File: src/rtl/gonso_sched_pkg.sv
// Shared types and constants for the two-requester gonso datapath scheduler.
// The tag carries the requester id alongside each operation in flight.
package gonso_sched_pkg;

  localparam int DW_DEF  = 20;
  localparam int LAT_DEF = 2;

  typedef logic [0:0] req_id_t;

  localparam req_id_t REQ0 = 1'b0;
  localparam req_id_t REQ1 = 1'b1;

  // Pointer value after reset: req0 wins the first contention.
  localparam req_id_t RR_LAST_RST = REQ1;

  typedef struct packed {
    logic    valid;
    req_id_t id;
  } tag_t;

  localparam tag_t TAG_IDLE = '{valid: 1'b0, id: REQ0};

  function automatic logic tag_hit(input tag_t t, input req_id_t n);
    return t.valid && (t.id == n);
  endfunction

endpackage

File: src/rtl/gonso_sched_arb.sv
// Two-way arbiter with fixed priority or round-robin selection.
// Grants are combinational; the last-grant pointer moves only on a handshake.
module gonso_sched_arb
  import gonso_sched_pkg::*;
(
  input  logic clk,
  input  logic rst,
  input  logic enable,
  input  logic cfg_rr,
  input  logic req0_valid,
  input  logic req1_valid,
  output logic gnt0,
  output logic gnt1
);

  req_id_t last_q, last_d;
  logic    pick0, pick1;
  logic    allow;

  always_comb begin
    pick0 = 1'b0;
    pick1 = 1'b0;
    if (req0_valid && req1_valid) begin
      if (!cfg_rr || (last_q == REQ1)) begin
        pick0 = 1'b1;
      end else begin
        pick1 = 1'b1;
      end
    end else begin
      pick0 = req0_valid;
      pick1 = req1_valid;
    end
  end

  always_comb begin
    allow = enable && !rst;
    gnt0  = allow && pick0;
    gnt1  = allow && pick1;
  end

  // A grant always coincides with valid, so a grant is a completed handshake.
  always_comb begin
    last_d = last_q;
    if (gnt0) begin
      last_d = REQ0;
    end else if (gnt1) begin
      last_d = REQ1;
    end
  end

  always_ff @(posedge clk or posedge rst) begin
    if (rst) begin
      last_q <= RR_LAST_RST;
    end else begin
      last_q <= last_d;
    end
  end

endmodule

File: src/rtl/gonso_sched.sv
// Issues operands from two requesters into the shared datapath and steers
// each result back to its issuer using a fixed-depth tag pipeline.
module gonso_sched
  import gonso_sched_pkg::*;
#(
  parameter int DW  = DW_DEF,
  parameter int LAT = LAT_DEF
) (
  input  logic          clk,
  input  logic          rst,
  input  logic          enable,
  input  logic          cfg_rr,
  input  logic          req0_valid,
  output logic          req0_ready,
  input  logic [DW-1:0] req0_data,
  input  logic          req1_valid,
  output logic          req1_ready,
  input  logic [DW-1:0] req1_data,
  output logic          rsp0_valid,
  output logic [DW-1:0] rsp0_data,
  output logic          rsp1_valid,
  output logic [DW-1:0] rsp1_data,
  output logic [DW-1:0] dp_input,
  input  logic [DW-1:0] dp_output,
  output logic          busy,
  output logic [15:0]   done_cnt0,
  output logic [15:0]   done_cnt1
);

  logic gnt0, gnt1;
  logic issue0, issue1;

  gonso_sched_arb u_arb (
    .clk        (clk),
    .rst        (rst),
    .enable     (enable),
    .cfg_rr     (cfg_rr),
    .req0_valid (req0_valid),
    .req1_valid (req1_valid),
    .gnt0       (gnt0),
    .gnt1       (gnt1)
  );

  assign req0_ready = gnt0;
  assign req1_ready = gnt1;
  assign issue0     = req0_valid && gnt0;
  assign issue1     = req1_valid && gnt1;

  tag_t          tag_q [LAT];
  tag_t          tag_d [LAT];
  logic [DW-1:0] dp_input_q, dp_input_d;
  logic          rsp0_valid_q, rsp0_valid_d;
  logic          rsp1_valid_q, rsp1_valid_d;
  logic [DW-1:0] rsp0_data_q, rsp0_data_d;
  logic [DW-1:0] rsp1_data_q, rsp1_data_d;
  logic [15:0]   cnt0_q, cnt0_d;
  logic [15:0]   cnt1_q, cnt1_d;
  logic          retire0, retire1;
  logic          busy_c;

  always_comb begin
    tag_d[0]   = TAG_IDLE;
    dp_input_d = dp_input_q;
    if (issue0) begin
      tag_d[0]   = '{valid: 1'b1, id: REQ0};
      dp_input_d = req0_data;
    end else if (issue1) begin
      tag_d[0]   = '{valid: 1'b1, id: REQ1};
      dp_input_d = req1_data;
    end
    for (int i = 1; i < LAT; i++) begin
      tag_d[i] = tag_q[i-1];
    end
  end

  // The oldest stage lines up with the datapath result for that issue.
  always_comb begin
    retire0      = tag_hit(tag_q[LAT-1], REQ0);
    retire1      = tag_hit(tag_q[LAT-1], REQ1);
    rsp0_valid_d = retire0;
    rsp1_valid_d = retire1;
    rsp0_data_d  = retire0 ? dp_output : rsp0_data_q;
    rsp1_data_d  = retire1 ? dp_output : rsp1_data_q;
    cnt0_d       = cnt0_q + {15'd0, retire0};
    cnt1_d       = cnt1_q + {15'd0, retire1};
  end

  always_comb begin
    busy_c = 1'b0;
    for (int i = 0; i < LAT; i++) begin
      busy_c = busy_c | tag_q[i].valid;
    end
  end

  always_ff @(posedge clk or posedge rst) begin
    if (rst) begin
      for (int i = 0; i < LAT; i++) begin
        tag_q[i] <= TAG_IDLE;
      end
      dp_input_q   <= '0;
      rsp0_valid_q <= 1'b0;
      rsp1_valid_q <= 1'b0;
      rsp0_data_q  <= '0;
      rsp1_data_q  <= '0;
      cnt0_q       <= '0;
      cnt1_q       <= '0;
    end else begin
      for (int i = 0; i < LAT; i++) begin
        tag_q[i] <= tag_d[i];
      end
      dp_input_q   <= dp_input_d;
      rsp0_valid_q <= rsp0_valid_d;
      rsp1_valid_q <= rsp1_valid_d;
      rsp0_data_q  <= rsp0_data_d;
      rsp1_data_q  <= rsp1_data_d;
      cnt0_q       <= cnt0_d;
      cnt1_q       <= cnt1_d;
    end
  end

  assign dp_input   = dp_input_q;
  assign rsp0_valid = rsp0_valid_q;
  assign rsp1_valid = rsp1_valid_q;
  assign rsp0_data  = rsp0_data_q;
  assign rsp1_data  = rsp1_data_q;
  assign busy       = busy_c;
  assign done_cnt0  = cnt0_q;
  assign done_cnt1  = cnt1_q;

endmodule
File: config.mk
export PLATFORM = sky130hd
export DESIGN_NAME = gonso_sched
export DESIGN_NICKNAME = d
export VERILOG_FILES = /design/src/rtl/gonso_sched_pkg.sv /design/src/rtl/gonso_sched_arb.sv /design/src/rtl/gonso_sched.sv
export SDC_FILE = /design/constraint.sdc
export NUM_CORES = 1
export LEC_CHECK = 0
export ABC_AREA = 0
export BUFFER_PORTS_ARGS = -buffer_cell sky130_fd_sc_hd__buf_2
export CELL_PAD_IN_SITES_DETAIL_PLACEMENT = 1
export CELL_PAD_IN_SITES_GLOBAL_PLACEMENT = 1
export CORE_UTILIZATION = 41
export DETAILED_ROUTE_END_ITERATION = 16
export GPL_TIMING_DRIVEN = 0
export PLACE_DENSITY = 0.91
export SLEW_MARGIN = 20
export SYNTH_ARGS = -nofsm -noshare
export SYNTH_HDL_FRONTEND = slang
export SYNTH_SLANG_ARGS = --single-unit
export TNS_END_PERCENT = 30
File: constraint.sdc
create_clock -name clk -period 9.9 [get_ports clk]
set_clock_uncertainty 0.1 [all_clocks]
set_input_delay 1.485 -clock clk [delete_from_list [all_inputs] [get_ports clk]]
set_output_delay 1.485 -clock clk [all_outputs]
set_load 0.02 [all_outputs]
## Word-level counts from Yosys, hierarchy flattened

Index checks and enable logic that the tools add are counted.

- Output and inout bits: 97
- Flip-flop bits (word level): 99
- Logic and storage cells: 39

- Bitwise operators: 2
- Add/sub/neg operators: 2
- Muxes and demuxes: 10
- Reductions and logical operators: 13

Operator list:

| operator | count |
|---|---|
| two-way mux 20 bit | 2 |
| adder 16 x 1 -> 16 bit | 2 |
| logical AND 1 bit | 8 |
| two-way mux 1 bit | 6 |
| two-way mux 2 bit | 2 |
| nonzero test 2 bit | 2 |
| zero test 1 bit | 2 |
| logical OR 1 bit | 1 |
| NOT 1 bit | 1 |
| OR 1 bit | 1 |

## Logic depth before layout (Yosys ltp)

Gate-level depths: netlist (run 1).

- Depth in word-level cells: 8
- Gate-level depth with buffers: 8
- Depth with buffers taken out: 7

## Cells and area by module

A second synthesis (run 1) with hierarchy kept.

- Cells, all modules: 316
- Area, all modules: 4132.7 sq um

By module, submodules not included:

| module | instances | area an instance (sq um) | cells each | sequential area each (sq um) |
|---|---|---|---|---|
| gonso_sched | 1 | 4037.6 | 305 | 2452.4 |
| gonso_sched_arb | 1 | 95.1 | 11 | 26.3 |

## Worst setup path after synthesis (run 1)

No wires, ideal clock.

- Path type: input port to output port
- Start point: input port req0_valid
- End point: output port req1_ready
- Setup slack: 5.922 ns
- Data arrival time: 2.393 ns
- Buffers on the path: 2
- Cell stages on the path: 3
- Cells stage by stage: clkbuf_1 -> clkbuf_1 -> a211oi_1

- Word-level cells in the longest chain between the ends: 3

RTL lines:

| what | line | source |
|---|---|---|
| start, declared | gonso_sched.sv:13 | `input logic req0_valid,` |
| logical AND 1 bit | gonso_sched_arb.sv:23 | `if (req0_valid && req1_valid) begin` |
| two-way mux 1 bit | gonso_sched_arb.sv:23 |  |
| logical AND 1 bit | gonso_sched_arb.sv:38 | `gnt1 = allow && pick1;` |
| end, declared | gonso_sched.sv:17 | `output logic req1_ready,` |

Every way passes these cells.

## Worst setup path after layout (run 1)

- Start point: input port rst
- End point: output port req0_ready

- Word-level cells in the longest chain between the ends: 3

RTL lines:

| what | line | source |
|---|---|---|
| start, declared | gonso_sched.sv:10 | `input logic rst,` |
| zero test 1 bit | gonso_sched_arb.sv:36 | `allow = enable && !rst;` |
| logical AND 1 bit | gonso_sched_arb.sv:36 |  |
| logical AND 1 bit | gonso_sched_arb.sv:37 | `gnt0 = allow && pick0;` |
| end, declared | gonso_sched.sv:14 | `output logic req0_ready,` |

Every way passes these cells.

==> summary.txt, run 1 <==
Status
  – Outcome: finished clean

STA
  – RSZ-0062 raised after global routing: no
  – Worst Max-Slew Pin Slew: between 0.4 and 0.5 ns
  – Crit path time final: 4.121 ns
  – Final WS setup: roughly 5.8 ns
  – Max frequency: between 200 and 250 MHz
  – Setup Viol. Count Final: 0
  – Final hold vios: 0
  – Setup TNS: 0 ns
  – Pins Over Slew Limit: 0
  – Crit share post-route: 41.62%
  – Slew Limit Headroom: between 60% and 70%

Setup path
  – CP max-delay cell: and2b_1
  – CP most frequent cell: buf_2
  – FF-to-FF setup slack: around 7.5 ns
  – Worst Setup Start Kind: input pin
  – Crit path DAT: between 2 and 3 ns
  – Critical Path Fanout Max: 10
  – CP cell instances: buf_2, and2b_1, and3_1, buf_4, buf_2
  – Critical path type: in -> out
  – CP Data Required Time: ~8.3 ns
  – Crit path capture type: primary output
  – Max incr delay on CP: between 0.2 and 0.3 ns

Job
  – # Max-Cap Violations: 0

Finish
  – Fin util: 54.42%
  – Non-Filler Instances: approximately 650
  – Diode count: 0
  – Fillers: 1143
  – Nets: ~580
  – Layout cells sized above 1: 42.14%
  – Layout area overhead: 28.21%

Clock network
  – Clk sink count: between 90 and 100
  – Post-CTS setup buffers: 0
  – Clock transition at path regs: ~0.09 ns
  – Clock Latency Late Sink: approximately 0.35 ns
  – TritonCTS Buffers: 9
  – # hold bufs at CTS: 0
  – CTS root buffer: clkbuf_8
  – H-tree levels: 3
  – TritonCTS clock tree: done
  – Max clock buf depth: 2
  – # resized after CTS: 0

Logic synthesis
  – Post-Syn Nets: ~410
  – Synth Instances: roughly 340
  – Synth Area in Simple Gates: 11.36%
  – Synth cell types: 35
  – Area share of xor/xnor cells in the synthesized design: about 5.6%
  – Adder-Cell Fraction of Synth Area: 1.713%
  – Largest family of logic cells by synthesized area: simple AND/OR/NAND/NOR gates
  – Post-synthesis mux area share: ~10%
  – Mapped cell area: 0.004382 sq mm
  – Complex-gate fraction of the synthesized area: 10.17%
  – Register area share after synthesis: a little under three fifths
  – Yosys reg bits: 99
  – Ys Warns: 0
  – Syn avg cell area: roughly 13 sq um

Floorplan
  – Full die area: approximately 0.011 sq mm
  – I/O pins: roughly 160
  – Height of the die: between 100 and 150 microns
  – Core ar.: approximately 0.010 sq mm
  – Initial Util: a little over two fifths
  – Die X-Extent: ~110 microns
  – Floorplan row count: 37

Power
  – Sw Ratio: 32.80%
  – Clock group share of total power: 27.1%
  – Combinational share of power: between 20% and 30%
  – Pint: between 0.7 and 0.8 mW
  – Switch Pwr: roughly 0.35 mW
  – Maximum VDD drop: between 0.09 and 0.1 mV
  – Reg power frac: a little under half
  – Tot Pwr: ~1.1 mW
  – Pwr per Cell Area: approximately 190 mW/mm^2
  – LEAKAGE: roughly 2.8 nW

Detailed routing
  – Final ANT Viol Nets: 0
  – DRC: 0
  – Vias per Instance: between 5 and 6
  – Routed vias: approximately 3500
  – Pre-Repair DR Iteration Count: 4
  – Wire per inst: roughly 18 microns
  – Final WL: ~12 mm
  – Initial DRC Count: 109

Global routing
  – Antenna violations before repair: 0
  – Largest net degree at the start of global routing: 55
  – Total track usage: 22.54%
  – Vias in the first global route: 3775
  – Gr ovfl total: 0
  – First-pass GRT wire length: about 20 mm

Placed design
  – IO Port Bufs: approximately 160
  – HPWL after DPL: 9.141 mm
  – DP Worst Slack: 5.776 ns
  – RD Place Congestion: ~0.77
  – Cell count after placement: roughly 640

Hold path
  – Hold Path Class: reg -> reg
worst max-delay path: cells and delay by family:
kind | cells | cell delay [ns]
and+or+nand+nor | 2 | 0.48
buffers and inverters | 3 | 0.56
final timing paths:
kind                                from             to  cells after the start
worst max-delay path                 rst     req0_ready                      5
worst min register to register  tag_d[0]       tag_q[0]                      0
max in group asynchronous            rst   u_arb.last_q                      3
worst min-delay path            tag_d[0]       tag_q[0]                      0
worst max register to register  tag_q[1]  done_cnt0[14]                      7
min in group asynchronous            rst    dp_input[8]                      2
metal layers:
layer  track usage (%)  routed length (microns)  part of all wire (%)
met1             28.05                     4915                    42
met2             39.80                     6022                    51
met3             3.463                      599                   5.1
met4             7.646                      203                   1.7
met5                 0                        0                     0
power by group through the flow:
stage,registers (mW),clock network (mW),logic [mW]
finish,0.518,0.292,0.271
global route,0.527,0.312,0.292
CTS,0.518,0.298,0.275
detailed placement,0.526,0,0.275
global placement,0.519,0,0.261
floorplan,0.598,0,0.0820
kinds of logic (layout without fill, tap and decap cells):
kind of cell | after synthesis | count (layout)
adder cells (fa/ha/maj) | 6 | 6
XOR/XNOR | 28 | 28
buffers and inverters | 45 | 223
flip-flops | 99 | 99
AND/OR/NAND/NOR | 75 | 75
multiplexers | 40 | 40
AO/OA/AOI/OAI | 44 | 44
through the flow:
step / area [sq um] / hold WS [ns]
5_1_grt: 5618 / 0.2765
2_1_floorplan: 4382 / 0.2312
3_5_place_dp: 5390 / 0.2587
6_report: 5618 / 0.2709
3_3_place_gp: 5358 / 0.2377
4_1_cts: 5618 / 0.2736
cell usage in the layout (no fill, tap or decap), types with 2 or more instances in the layout:
master     count
buf_2        165
dfrtp_1       98
mux2_1        38
nand4_1       31
inv_1         24
o21ai_0       20
o311ai_2      19
xnor2_1       16
clkbuf_1      12
xor2_1        12
clkbuf_8      11
nand3_1        8
and4_1         6
nand2_1        6
ha_1           6
nor3_1         5
buf_4          4
nor4_2         4
nor2_1         3
and3_1         2
nand2b_1       2
a211oi_1       2
mux2_2         2
bufinv_16      2
Yosys cell counts:
cell type	number	share of area, %
o311ai_2	19	7.1
and2b_1	1	0.17
nand3_1	8	0.91
nand3_2	1	0.23
xor2_1	12	2.4
clkbuf_1	11	0.94
nor2_1	3	0.26
nor4_2	4	1.1
nand4_1	31	4.4
inv_2	1	0.086
inv_1	25	2.1
xnor2_1	16	3.2
nand3b_1	1	0.17
and4bb_1	1	0.29
or2_2	1	0.14
dfrtp_1	98	56
o21ai_1	1	0.11
buf_4	4	0.69
a211oi_1	2	0.34
dfstp_2	1	0.60
nand2_2	1	0.14
a21o_1	1	0.17
nand2_1	6	0.51
and3_1	2	0.29
mux2_1	38	9.8
nor2b_1	1	0.14
mux2_2	2	0.51
and4_1	6	1.2
nand4_4	1	0.49
nor3_1	5	0.57
ha_1	6	1.7
o21ai_0	20	2.3
nand2b_1	2	0.29
buf_2	4	0.46
o311ai_1	1	0.20
state kept, by name, indices dropped and copies added (netlist names):
| signal | flops |
|---|---|
| dp_input | 20 |
| rsp0_data | 20 |
| rsp1_data | 20 |
| done_cnt0 | 16 |
| done_cnt1 | 16 |
| tag_d | 2 |
| tag_q | 2 |
| rsp0_valid | 1 |
| rsp1_valid | 1 |
| u_arb.last_q | 1 |
layout make-up:
cell class	count	area [sq um]	area share [%]
Sequential cell	99	2479	44.12
Multi-Input combinational cell	193	1714	30.51
Timing Repair Buffer	162	833.3	14.83
Tap cell	136	170.2	3.029
Clock buffer	12	155.1	2.762
Inverter	26	102.6	1.826
Buffer	19	91.34	1.626
Clock inverter	4	72.57	1.292
No activity file was read; power rests on OpenSTA's default activity.
==> run 2: changes to the inputs <==
--- a/config.mk
+++ b/config.mk
@@ -9,10 +9,10 @@
 export BUFFER_PORTS_ARGS = -buffer_cell sky130_fd_sc_hd__buf_2
 export CELL_PAD_IN_SITES_DETAIL_PLACEMENT = 1
 export CELL_PAD_IN_SITES_GLOBAL_PLACEMENT = 1
-export CORE_UTILIZATION = 41
+export CORE_UTILIZATION = 35
 export DETAILED_ROUTE_END_ITERATION = 16
 export GPL_TIMING_DRIVEN = 0
-export PLACE_DENSITY = 0.91
+export PLACE_DENSITY = 0.83
 export SLEW_MARGIN = 20
 export SYNTH_ARGS = -nofsm -noshare
 export SYNTH_HDL_FRONTEND = slang
==> constraint.sdc (replaced) <==
create_clock -name clk -period 3.4 [get_ports clk]
set_clock_uncertainty 0.1 [all_clocks]
set_input_delay 0.51 -clock clk [delete_from_list [all_inputs] [get_ports clk]]
set_output_delay 0.51 -clock clk [all_outputs]
set_load 0.02 [all_outputs]
==> run 2 against run 1 <==
Net effect: register-to-register slack got worse by 6.4 ns; die area rose by 17%; routed wire length decreased by 3.8%; sequential power rose to 2.9 times the previous value; critical path depth unchanged; non-clock buffer count did not move; sequential cell count is the same.
==> summary.txt, run 2 (synthesis results as in run 1) <==
Status
  – Outcome: finished clean

Detailed routing
  – Initial DRC Count: approximately 130
  – Final WL: between 10 and 15 mm
  – Vias per Instance: 4.985
  – Wire per inst: 16.54 microns
  – Pre-Repair DR Iteration Count: 4
  – Routed vias: 3405
  – DRC: 0
  – Final ANT Viol Nets: 0

STA
  – Hold WS: around 0.055 ns
  – Final WS setup: 1.113 ns
  – Max frequency: between 400 and 500 MHz
  – RSZ-0062 raised after global routing: no
  – Worst Max-Slew Pin Slew: around 0.47 ns
  – Setup Viol. Count Final: 0
  – Pins Over Slew Limit: 0
  – Slew Limit Headroom: 68.50%
  – Setup TNS: 0 ns
  – Crit path time final: approximately 2.3 ns
  – Final hold vios: 0
  – Crit share post-route: between 60% and 70%

Setup path
  – Critical Path Fanout Max: 10
  – Crit path DAT: around 1.7 ns
  – R2R Path Start: tag_q[1]
  – Worst Setup Start Kind: input pin
  – Critical path type: in -> out
  – CP cell instances: buf_2, nand2b_1, clkbuf_1, a211oi_1, buf_2
  – FF-to-FF setup slack: about 1.1 ns
  – CP most frequent cell: buf_2
  – Crit path capture type: primary output
  – CP Data Required Time: 2.79 ns
  – Setup crit start: rst
  – Max incr delay on CP: around 0.35 ns
  – R2R depth: 7
  – R2R Path End: done_cnt0[14]
  – Setup crit end: req1_ready
  – CP max-delay cell: a211oi_1

Clock network
  – TritonCTS clock tree: done
  – Clk sink count: between 90 and 100
  – H-tree levels: 3
  – Post-CTS setup buffers: 0
  – # hold bufs at CTS: 0
  – # resized after CTS: 0
  – CTS root buffer: clkbuf_16
  – TritonCTS Buffers: 9
  – Max clock buf depth: 2
  – Clock transition at path regs: around 0.08 ns
  – Clock Latency Late Sink: between 0.3 and 0.4 ns

Global routing
  – Total track usage: roughly 18%
  – Vias in the first global route: 3573
  – Gr ovfl total: 0
  – Largest net degree at the start of global routing: 71
  – First-pass GRT wire length: roughly 18 mm
  – Antenna violations before repair: 0

Job
  – # Max-Cap Violations: 0

Floorplan
  – I/O pins: ~160
  – Core ar.: 0.01211 sq mm
  – Die X-Extent: ~110 microns
  – Floorplan row count: 40
  – Height of the die: roughly 110 microns
  – Initial Util: between 30% and 40%
  – Full die area: between 0.01 and 0.015 sq mm

Finish
  – Diode count: 0
  – Fillers: approximately 1400
  – Nets: 582
  – Seq. cell area: around 0.0025 sq mm
  – Most frequent cells in the layout: 165 x buf_2, 98 x dfrtp_1, 38 x mux2_1, 31 x nand4_1, 24 x inv_1
  – Final Instance Area: roughly 0.0057 sq mm
  – Layout area overhead: 30.67%
  – Layout cells sized above 1: 42.33%
  – Non-Filler Instances: about 680
  – Most common cell after layout, fill and taps aside: buf_2
  – Fin util: between 40 and 50%
  – Multi-input logic area: roughly 0.0017 sq mm

Power
  – LEAKAGE: 2.823 nW
  – Maximum VDD drop: between 0.2 and 0.3 mV
  – Pwr per Cell Area: roughly 570 mW/mm^2
  – Tot Pwr: around 3.3 mW

Placed design
  – DP Area: 0.005430 sq mm
  – Cell count after placement: between 600 and 700
  – HPWL after DPL: between 8 and 9 mm
  – IO Port Bufs: 161
  – DP Worst Slack: 1.110 ns
  – RD Place Congestion: 0.7702

Hold path
  – Hold Path Class: in -> async
==> run 2: cell count changes in the layout (fill, tap and decap cells not counted) <==
cell | previous run | this run
clkbuf_8 | 11 | 0
clkbuf_16 | 0 | 9
inv_6 | 1 | 4
bufinv_16 | 2 | 0
clkbuf_1 | 12 | 11
clkinv_2 | 1 | 0
clkinv_4 | 0 | 1
clkinv_8 | 0 | 1
inv_8 | 0 | 1
==> run 2: worst max-delay path, delay by kind of cell <==
kind / cells / cell delay, ns
AOI/OAI and AO/OA: 1 / 0.35
and+or+nand+nor: 1 / 0.21
buffers and inverters: 3 / 0.61
==> run 2: cell type report <==
| cell class | count | share of cell area (%) |
|---|---|---|
| clock buffer | 9 | 3.934 |
| sequential | 99 | 43.29 |
| multi-input combinational | 193 | 29.94 |
| timing repair buffer | 162 | 14.55 |
| buffer | 19 | 1.595 |
| clock inverter | 7 | 1.224 |
| tap | 168 | 3.671 |
| inverter | 26 | 1.792 |
==> run 2: power breakdown <==
group	total, mW	switching (mW)	internal (mW)	leakage, nW
logic	0.793	0.499	0.294	1.45
registers	1.50	0.132	1.37	1.24
clock network	0.995	0.478	0.517	0.142
total	3.29	1.11	2.18	2.82
==> run 2: how the worst min path moves through the flow <==
stage / from / endpoint / cells past startpoint
final: rst / dp_input[5] / 2
after detailed placement: tag_d[0] / tag_q[0] / 0
after floorplan: tag_d[0] / tag_q[0] / 0
after CTS: rst / dp_input[2] / 2
after global placement: tag_d[0] / tag_q[0] / 0
after global routing: rst / dp_input[2] / 2
==> run 2: metal layers <==
metal / up-vias / track usage (%) / part of all wire, %
met3: 14 / 3.401 / 5.4
met2: 126 / 32.07 / 50
met5: - / 0 / 0
met1: 1693 / 21.99 / 43
li1: 1572 / - / -
met4: 0 / 5.801 / 1.6
==> run 3: changes to the inputs <==
--- a/config.mk
+++ b/config.mk
@@ -9,10 +9,10 @@
 export BUFFER_PORTS_ARGS = -buffer_cell sky130_fd_sc_hd__buf_2
 export CELL_PAD_IN_SITES_DETAIL_PLACEMENT = 1
 export CELL_PAD_IN_SITES_GLOBAL_PLACEMENT = 1
-export CORE_UTILIZATION = 35
+export CORE_UTILIZATION = 38
 export DETAILED_ROUTE_END_ITERATION = 16
 export GPL_TIMING_DRIVEN = 0
-export PLACE_DENSITY = 0.83
+export PLACE_DENSITY = 0.85
 export SLEW_MARGIN = 20
 export SYNTH_ARGS = -nofsm -noshare
 export SYNTH_HDL_FRONTEND = slang
==> constraint.sdc (replaced) <==
create_clock -name clk -period 2.25 [get_ports clk]
set_clock_uncertainty 0.1 [all_clocks]
set_input_delay 0.3375 -clock clk [delete_from_list [all_inputs] [get_ports clk]]
set_output_delay 0.3375 -clock clk [all_outputs]
set_load 0.02 [all_outputs]
==> run 3 against run 2 <==
Net effect: hold slack better by 0.073 ns; largest cell class unchanged; core utilization rose by 5.3 points; critical endpoint is now req0_ready; sequential power grew 52%.
==> summary.txt, run 3 (synthesis results as in run 1) <==
Power
  – Clock group share of total power: 33.7%
  – Combinational share of power: 22.9%
  – Pint: about 3.6 mW
  – Maximum VDD drop: ~0.46 mV
  – LEAKAGE: about 2.9 nW
  – Reg power frac: approximately 44%
  – Pwr per Cell Area: ~900 mW/mm^2
  – Sw Ratio: between 30% and 40%
  – Switch Pwr: 1.599 mW

Placed design
  – RD Place Congestion: ~0.78
  – DP Worst Slack: -0.06895 ns
  – IO Port Bufs: between 150 and 200
  – HPWL after DPL: around 8.6 mm

Detailed routing
  – Initial DRC Count: 120
  – DRC: 0
  – Routed vias: between 3000 and 4000
  – Final WL: between 10 and 15 mm
  – Final ANT Viol Nets: 0
  – Vias per Instance: between 5 and 6
  – Wire per inst: around 17 microns
  – Pre-Repair DR Iteration Count: 4

Clock network
  – Clock transition at path regs: ~0.070 ns
  – H-tree levels: 3
  – Clk sink count: roughly 100
  – Clock Latency Late Sink: ~0.33 ns
  – Max clock buf depth: 2
  – TritonCTS clock tree: done
  – CTS root buffer: clkbuf_16
  – TritonCTS Buffers: 9

Finish
  – Layout cells sized above 1: 42.47%
  – Nets: approximately 590
  – Fillers: 1213
  – Layout area overhead: 32.35%
  – Diode count: 0
  – Most common cell after layout, fill and taps aside: buf_2
  – Most frequent cells in the layout: 164 x buf_2, 98 x dfrtp_1, 38 x mux2_1, 31 x nand4_1, 24 x inv_1

Floorplan
  – Initial Util: 39.72%
  – Full die area: about 0.012 sq mm
  – Core ar.: ~0.011 sq mm
  – I/O pins: about 160
  – Die X-Extent: 109.4 microns
  – Height of the die: 109.4 microns
  – Floorplan row count: 38

Setup path
  – Worst Setup Start Kind: flop
  – Critical Path Fanout Max: 10
  – Crit path capture type: primary output
  – CP max-delay cell: dfstp_2
  – Setup crit start: u_arb.last_q
  – Max incr delay on CP: 0.54 ns
  – CP Data Required Time: approximately 1.8 ns
  – CP cell instances: nand3b_1, and3_1, buf_4, buf_2
  – Crit path DAT: between 1.5 and 2 ns
  – Critical path type: reg -> out
  – WP buf/inv: 2
  – CP top delay family: flip-flops
  – R2R Path Start: tag_q[0]

Hold path
  – Hold Path Class: in -> reg
  – Hold path start: dp_output[16]

STA
  – Max frequency: between 400 and 500 MHz
  – Final hold vios: 0
  – Slew Limit Headroom: between 60% and 70%
  – Final WS setup: between 0.15 and 0.2 ns
  – Setup Viol. Count Final: 0
  – Crit path time final: between 2 and 2.5 ns
  – Setup TNS: 0 ns
  – Worst Max-Slew Pin Slew: 0.4537 ns
  – Crit share post-route: 93.11%
  – RSZ-0062 raised after global routing: no
  – Pins Over Slew Limit: 0

Global routing
  – Antenna violations before repair: 0
  – Vias in the first global route: roughly 3700
  – First-pass GRT wire length: approximately 18 mm
  – Largest net degree at the start of global routing: 35
  – Total track usage: about a fifth
  – Gr ovfl total: 0

Status
  – Outcome: finished clean

Job
  – # Max-Cap Violations: 0
## run 3: changes by cell type in the layout (fill, tap and decap cells not counted), sizes merged
cell,before,now
inv,30,25
bufinv,0,3
buf,170,172
clkbuf,20,23
dlygate4sd3,0,1
clkinv,2,0
clkinvlp,1,2
## run 3: layer usage
layer	global-route usage [%]	wire length [microns]
met4	6.000	109
met1	24.48	4805
met5	0	0
met3	4.564	766
met2	35.40	5604
## run 3: layout make-up
type | count | area (sq um) | share of cell area (%)
sequential | 99 | 2479 | 42.74
multi-input combinational | 193 | 1719 | 29.64
timing repair buffer | 165 | 883.3 | 15.23
clock buffer | 12 | 246.5 | 4.250
tap | 140 | 175.2 | 3.020
inverter | 26 | 101.3 | 1.748
clock inverter | 4 | 97.59 | 1.683
buffer | 19 | 97.59 | 1.683
## run 3: worst reg2reg max path: cells and delay by family (launching register included)
family                   cells  cell delay, ns
XOR/XNOR                     1            0.13
adder cells (fa/ha/maj)      2            0.43
buffers and inverters        2            0.43
flip-flops                   1            0.39
AND/OR/NAND/NOR              3            0.51
## run 3: through the flow
step           std cells  total power [mW]  utilization, %  hold slack (ns)  cell area [sq um]
2_1_floorplan        337             2.991               -           0.2312               4385
3_3_place_gp         638             3.438           48.65           0.2376               5366
3_5_place_dp         641             3.519           49.26           0.2184               5434
4_1_cts              658             5.308           52.50           0.1166               5791
5_1_grt              658             5.506           52.57           0.1265               5799
6_report             658             5.242           52.57           0.1279               5799
## run 3: what timing repair did
action / CTS / global route
resized for setup: 1 / 3
hold endpoints to repair: 9 / 0
setup endpoints to repair: 4 / 5
buffers inserted: 0 / 0
hold buffers: 1 / 0
## run 3: path summary, 6_finish.rpt
kind | endpoint | slack (ns) | cells past startpoint
setup / recovery | req0_ready | 0.15 | 4
hold / removal | rsp1_data[16] | 0.13 | 2
setup reg to reg | done_cnt1[12] | 0.18 | 8
min in group asynchronous | dp_input[6] | 0.44 | 3
hold reg to reg | tag_q[0] | 0.25 | 0
max in group asynchronous | done_cnt0[15] | 0.90 | 5
## run 3: power by group through the flow
stage               Clock [mW]  Combinational (mW)  Sequential, mW
finish                    1.77                1.20            2.28
floorplan                    0               0.361            2.63
detailed placement           0                1.21            2.31
global placement             0                1.16            2.28
CTS                       1.81                1.22            2.28
global route              1.88                1.30            2.32
